$ cat config.mk
export PLATFORM = sky130hd
export DESIGN_NAME = hilo_divider
export DESIGN_NICKNAME = d
export VERILOG_FILES = /design/src/rtl/div_pkg.sv /design/src/rtl/hilo_divider_div_step.sv /design/src/rtl/hilo_divider.sv
export SDC_FILE = /design/constraint.sdc
export NUM_CORES = 1
export LEC_CHECK = 0
export ABC_AREA = 1
export ABC_CLOCK_PERIOD_IN_PS = 6250
export CELL_PAD_IN_SITES_DETAIL_PLACEMENT = 1
export CELL_PAD_IN_SITES_GLOBAL_PLACEMENT = 1
export CORE_ASPECT_RATIO = 0.75
export CORE_MARGIN = 4
export CORE_UTILIZATION = 40
export DETAILED_ROUTE_END_ITERATION = 16
export PLACE_DENSITY_LB_ADDON = 0.1
export SKIP_CTS_REPAIR_TIMING = 1
export SYNTH_ARGS = -nofsm -noshare
export SYNTH_HDL_FRONTEND = slang
export SYNTH_SLANG_ARGS = --single-unit
$ cat constraint.sdc
create_clock -name clk -period 6.25 [get_ports clk]
set_input_delay 1.25 -clock clk [delete_from_list [all_inputs] [get_ports clk]]
set_output_delay 1.25 -clock clk [all_outputs]
set_load 0.005 [all_outputs]
$ cat src/rtl/div_pkg.sv
// Shared types and constants for the HI/LO divider and the EX-stage result select mux.
package div_pkg;

  localparam int DIV_WIDTH = 32;

  typedef enum logic [1:0] {
    IDLE = 2'd0,
    CALC = 2'd1,
    DONE = 2'd2
  } div_state_t;

  // Result-select codes decoded by the downstream mux
  localparam logic [2:0] ALU_add  = 3'b010;
  localparam logic [2:0] ALU_sub  = 3'b110;
  localparam logic [2:0] ALU_and  = 3'b000;
  localparam logic [2:0] ALU_or   = 3'b001;
  localparam logic [2:0] ALU_slt  = 3'b111;
  localparam logic [2:0] SHT_sll  = 3'b011;
  localparam logic [2:0] DIV_mfhi = 3'b100;
  localparam logic [2:0] DIV_mflo = 3'b101;

endpackage

$ cat src/rtl/hilo_divider_div_step.sv
// One combinational restoring-division iteration; the borrow of the
// WIDTH+1-bit subtraction is the compare result.
module div_step #(
  parameter int WIDTH = 32
) (
  input  logic [WIDTH-1:0] rem_in,
  input  logic [WIDTH-1:0] quot_in,
  input  logic [WIDTH-1:0] divisor,
  output logic [WIDTH-1:0] rem_out,
  output logic [WIDTH-1:0] quot_out
);

  logic [WIDTH:0] shifted;
  logic [WIDTH:0] diff;
  logic           borrow;

  assign shifted = {rem_in, quot_in[WIDTH-1]};
  assign diff    = shifted - {1'b0, divisor};
  assign borrow  = diff[WIDTH];

  assign rem_out  = borrow ? shifted[WIDTH-1:0] : diff[WIDTH-1:0];
  assign quot_out = {quot_in[WIDTH-2:0], ~borrow};

endmodule

$ cat src/rtl/hilo_divider.sv
// Multi-cycle restoring divider holding HI (remainder) and LO (quotient).
// Define SIGNED_DIV_EN to honour SignedOp (MIPS DIV semantics); otherwise all ops are DIVU.
module hilo_divider
  import div_pkg::*;
#(
  parameter int WIDTH = DIV_WIDTH,
  parameter int CNT_W = 6
) (
  input  logic             clk,
  input  logic             reset,
  input  logic             Start,
  input  logic             SignedOp,
  input  logic [WIDTH-1:0] dataA,
  input  logic [WIDTH-1:0] dataB,
  output logic             Busy,
  output logic             Done,
  output logic             DivZero,
  output logic [WIDTH-1:0] HiOut,
  output logic [WIDTH-1:0] LoOut
);

  div_state_t       state_reg;
  logic [CNT_W-1:0] cnt_reg;
  logic [WIDTH-1:0] rem_reg;
  logic [WIDTH-1:0] quot_reg;
  logic [WIDTH-1:0] divisor_reg;
  logic             neg_q_reg;
  logic             neg_r_reg;
  logic             busy_reg;
  logic             done_reg;
  logic             divzero_reg;
  logic [WIDTH-1:0] hi_reg;
  logic [WIDTH-1:0] lo_reg;

  logic [WIDTH-1:0] a_mag;
  logic [WIDTH-1:0] b_mag;
  logic             neg_q_next;
  logic             neg_r_next;
  logic [WIDTH-1:0] step_rem;
  logic [WIDTH-1:0] step_quot;
  logic [WIDTH-1:0] fin_lo;
  logic [WIDTH-1:0] fin_hi;

`ifdef SIGNED_DIV_EN
  // Work on magnitudes; the signs are remembered and reapplied on the DONE load
  assign a_mag      = (SignedOp && dataA[WIDTH-1]) ? (~dataA + 1'b1) : dataA;
  assign b_mag      = (SignedOp && dataB[WIDTH-1]) ? (~dataB + 1'b1) : dataB;
  assign neg_q_next = SignedOp && (dataA[WIDTH-1] ^ dataB[WIDTH-1]);
  assign neg_r_next = SignedOp && dataA[WIDTH-1];
`else
  logic unused_signed_op;
  assign unused_signed_op = SignedOp;
  assign a_mag      = dataA;
  assign b_mag      = dataB;
  assign neg_q_next = 1'b0;
  assign neg_r_next = 1'b0;
`endif

  div_step #(.WIDTH(WIDTH)) u_step (
    .rem_in   (rem_reg),
    .quot_in  (quot_reg),
    .divisor  (divisor_reg),
    .rem_out  (step_rem),
    .quot_out (step_quot)
  );

  assign fin_lo = neg_q_reg ? (~step_quot + 1'b1) : step_quot;
  assign fin_hi = neg_r_reg ? (~step_rem + 1'b1) : step_rem;

  always_ff @(posedge clk or negedge reset) begin
    if (!reset) begin
      state_reg   <= IDLE;
      cnt_reg     <= '0;
      rem_reg     <= '0;
      quot_reg    <= '0;
      divisor_reg <= '0;
      neg_q_reg   <= 1'b0;
      neg_r_reg   <= 1'b0;
      busy_reg    <= 1'b0;
      done_reg    <= 1'b0;
      divzero_reg <= 1'b0;
      hi_reg      <= '0;
      lo_reg      <= '0;
    end else begin
      case (state_reg)
        IDLE: begin
          done_reg <= 1'b0;
          if (Start) begin
            busy_reg    <= 1'b1;
            divisor_reg <= b_mag;
            quot_reg    <= a_mag;
            rem_reg     <= '0;
            cnt_reg     <= '0;
            neg_q_reg   <= neg_q_next;
            neg_r_reg   <= neg_r_next;
            if (dataB == '0) begin
              state_reg   <= DONE;
              done_reg    <= 1'b1;
              divzero_reg <= 1'b1;
              lo_reg      <= '1;
              hi_reg      <= dataA;
            end else begin
              state_reg <= CALC;
            end
          end
        end
        CALC: begin
          rem_reg  <= step_rem;
          quot_reg <= step_quot;
          cnt_reg  <= cnt_reg + 1'b1;
          // The last iteration's result goes straight into HI/LO
          if (cnt_reg == CNT_W'(WIDTH - 1)) begin
            state_reg   <= DONE;
            done_reg    <= 1'b1;
            divzero_reg <= 1'b0;
            lo_reg      <= fin_lo;
            hi_reg      <= fin_hi;
          end
        end
        DONE: begin
          state_reg <= IDLE;
          busy_reg  <= 1'b0;
          done_reg  <= 1'b0;
        end
        default: begin
          state_reg <= IDLE;
          busy_reg  <= 1'b0;
          done_reg  <= 1'b0;
        end
      endcase
    end
  end

  assign Busy    = busy_reg;
  assign Done    = done_reg;
  assign DivZero = divzero_reg;
  assign HiOut   = hi_reg;
  assign LoOut   = lo_reg;

endmodule

==> summary.txt <==
status -> finished clean
std cell rows -> 51
number of flops mapped to enable cells by yosys -> 0
H-tree Lvls -> 4
iteration-0 DRC count of the detailed router -> 487
Worst R2R Setup Slack -> 2570 ps
number of global-route vias before repair -> 9991
core area -> 26400 um^2
total CTS buffers -> 17
largest cells by area after synthesis -> dfrtp_1 (39%), nand2_1 (14%), inv_1 (9.5%), nand3_2 (8.0%), ha_1 (3.8%)
Yosys top cell by area -> dfrtp_1
Slew Limit Headroom -> 22.1%
DR WL/cell -> 17.5 um
DP HPWL -> 24.9 mm
layout overhead on the synthesized area -> 19.0%
Cell Area, Synth -> 10900 um^2
share of cells above drive strength 1 -> 9.88%
Via density -> 5.01
diode count -> 0
startpoint types -> input pin
CTS tree -> yes
Hold WC Path Type -> reg -> reg
top cell type's share of synthesized area -> 39.4%
Ys Warns -> 0
Port Buf Inserts -> 133
Initial Utilization -> 41.2%
post-synth net total -> 1554
Tmin final -> 4010 ps
total clock sinks -> 171
routed via count -> 9578
fmax -> 0.250 GHz
cell count after synthesis -> 1452
Routed Antenna Nets -> 0
Die Ht -> 151 um
most numerous cell in the Yosys netlist -> nand2_1
synth unique cells -> 37
clock-pin slew on the worst setup and hold paths -> 70 ps
CTS root buf -> clkbuf_16
GRT overflow -> 0
Slew Limit Fails -> 0
global-route wire length before repair -> 53.7 mm
register area share after synthesis -> 39.4%
final RePlAce weighted congestion -> 0.913
RSZ-0062 raised after global routing -> no
Post-synth ARST share -> 100%
Clock Skew -> 11.2 ps
max cap viols -> 0
Commonest cells post-synth -> nand2_1 (394), inv_1 (274), dfrtp_1 (171)
Post-Route WL -> 33.5 mm
Skew-Pair Late Insertion Delay -> 440 ps
Crit Path Class -> in -> reg
antenna violations before repair -> 1
Setup Total Neg Slack -> 0 ps
clock tree buffer depth -> 2
CP arrival -> 4360 ps
syn avg cell area -> 7.48 um^2
FF+latch count, synth -> 171
DRT Pass-1 Iters -> 7
worst-margin pin slew -> 1170 ps
post-route DRC violation count -> 0
die width -> 198 um
Die Area -> 29900 um^2
Max FO, Critical Path -> 67
Total GRT Usage -> 22.7%
multi-input logic area -> 5170 um^2
Filler Cell Count -> 3266
Ports -> 135
register area -> 4280 um^2
fin crit share -> 64.1%
nets@finish -> 1658
final hold viol count -> 0
largest net degree at the start of global routing -> 172
critical path data required time -> 6600 ps
CP endpoint kind -> flip-flop
Setup Viol. Count Final -> 0
Main synth FF type -> dfrtp_1
-- layer usage --
layer	global-route usage (%)	routed length [um]
met5	0	8
met4	4.09	314
met3	4.54	1570
met2	37.5	15600
met1	31.5	16000
-- worst paths after layout --
kind                                  from               to  cells past startpoint
setup / recovery                  dataB[6]         LoOut[6]                     10
hold / removal             divisor_reg[30]  divisor_reg[30]                      2
setup reg to reg              state_reg[1]         LoOut[6]                      9
hold reg to reg            divisor_reg[30]  divisor_reg[30]                      2
max in group asynchronous            reset      rem_reg[29]                      2
min in group asynchronous            reset   divisor_reg[7]                      2
-- critical path, cell delays in order --
cell and delay [ps]:
clkdlybuf4s50_1 390, inv_1 80, nand4_1 100, nor2_1 370, nand4_1 240, nand2_1 140
nand2_2 410, inv_2 1010, nor2_1 140, a21oi_1 180
-- cell type report --
cell class	count	share of cell area, %
clock inverter	11	1.05
multi-input combinational	945	40.0
inverter	282	8.19
tap	344	3.33
timing repair buffer	139	10.8
clock buffer	21	3.56
sequential	171	33.1
-- cells by family after synthesis --
group | share of synthesized area [%]
adders and majority gates | 3.99
AOI/OAI and AO/OA | 9.83
and+or+nand+nor | 32.5
DFF | 39.4
buffers and inverters | 13.0
xor gates and xnor gates | 1.37
-- cells in the final DEF (no fill, tap or decap), types with 9 or more instances in the layout --
cell type | Yosys | routed
clkbuf_16 | 0 | 17
nor2_1 | 73 | 73
inv_1 | 274 | 273
nand3_1 | 66 | 66
o21ai_0 | 71 | 71
xor2_1 | 17 | 17
or2_1 | 33 | 33
clkdlybuf4s50_1 | 0 | 132
nand2_1 | 394 | 394
ha_1 | 33 | 33
nor3_1 | 9 | 9
nand4_1 | 16 | 16
dfrtp_1 | 171 | 171
a21oi_1 | 78 | 78
nand3_2 | 87 | 87
a22oi_1 | 33 | 33
-- stage by stage --
step | setup WS, ps | instance area [um^2] | instances | util [%] | hold WS, ps
6_report | 2240 | 12900 | 1913 | 49.1 | 486
5_1_grt | 2070 | 12900 | 1913 | 49.1 | 517
4_1_cts | 2280 | 12900 | 1913 | 49.1 | 494
3_5_place_dp | 1860 | 12300 | 1881 | 46.8 | 475
3_3_place_gp | 1930 | 12300 | 1881 | 46.8 | 469
2_1_floorplan | 3890 | 10900 | 1452 | - | 453
Power is not shown: default switching activity piles up to over one toggle a cycle in this logic, so the estimate is an artifact.
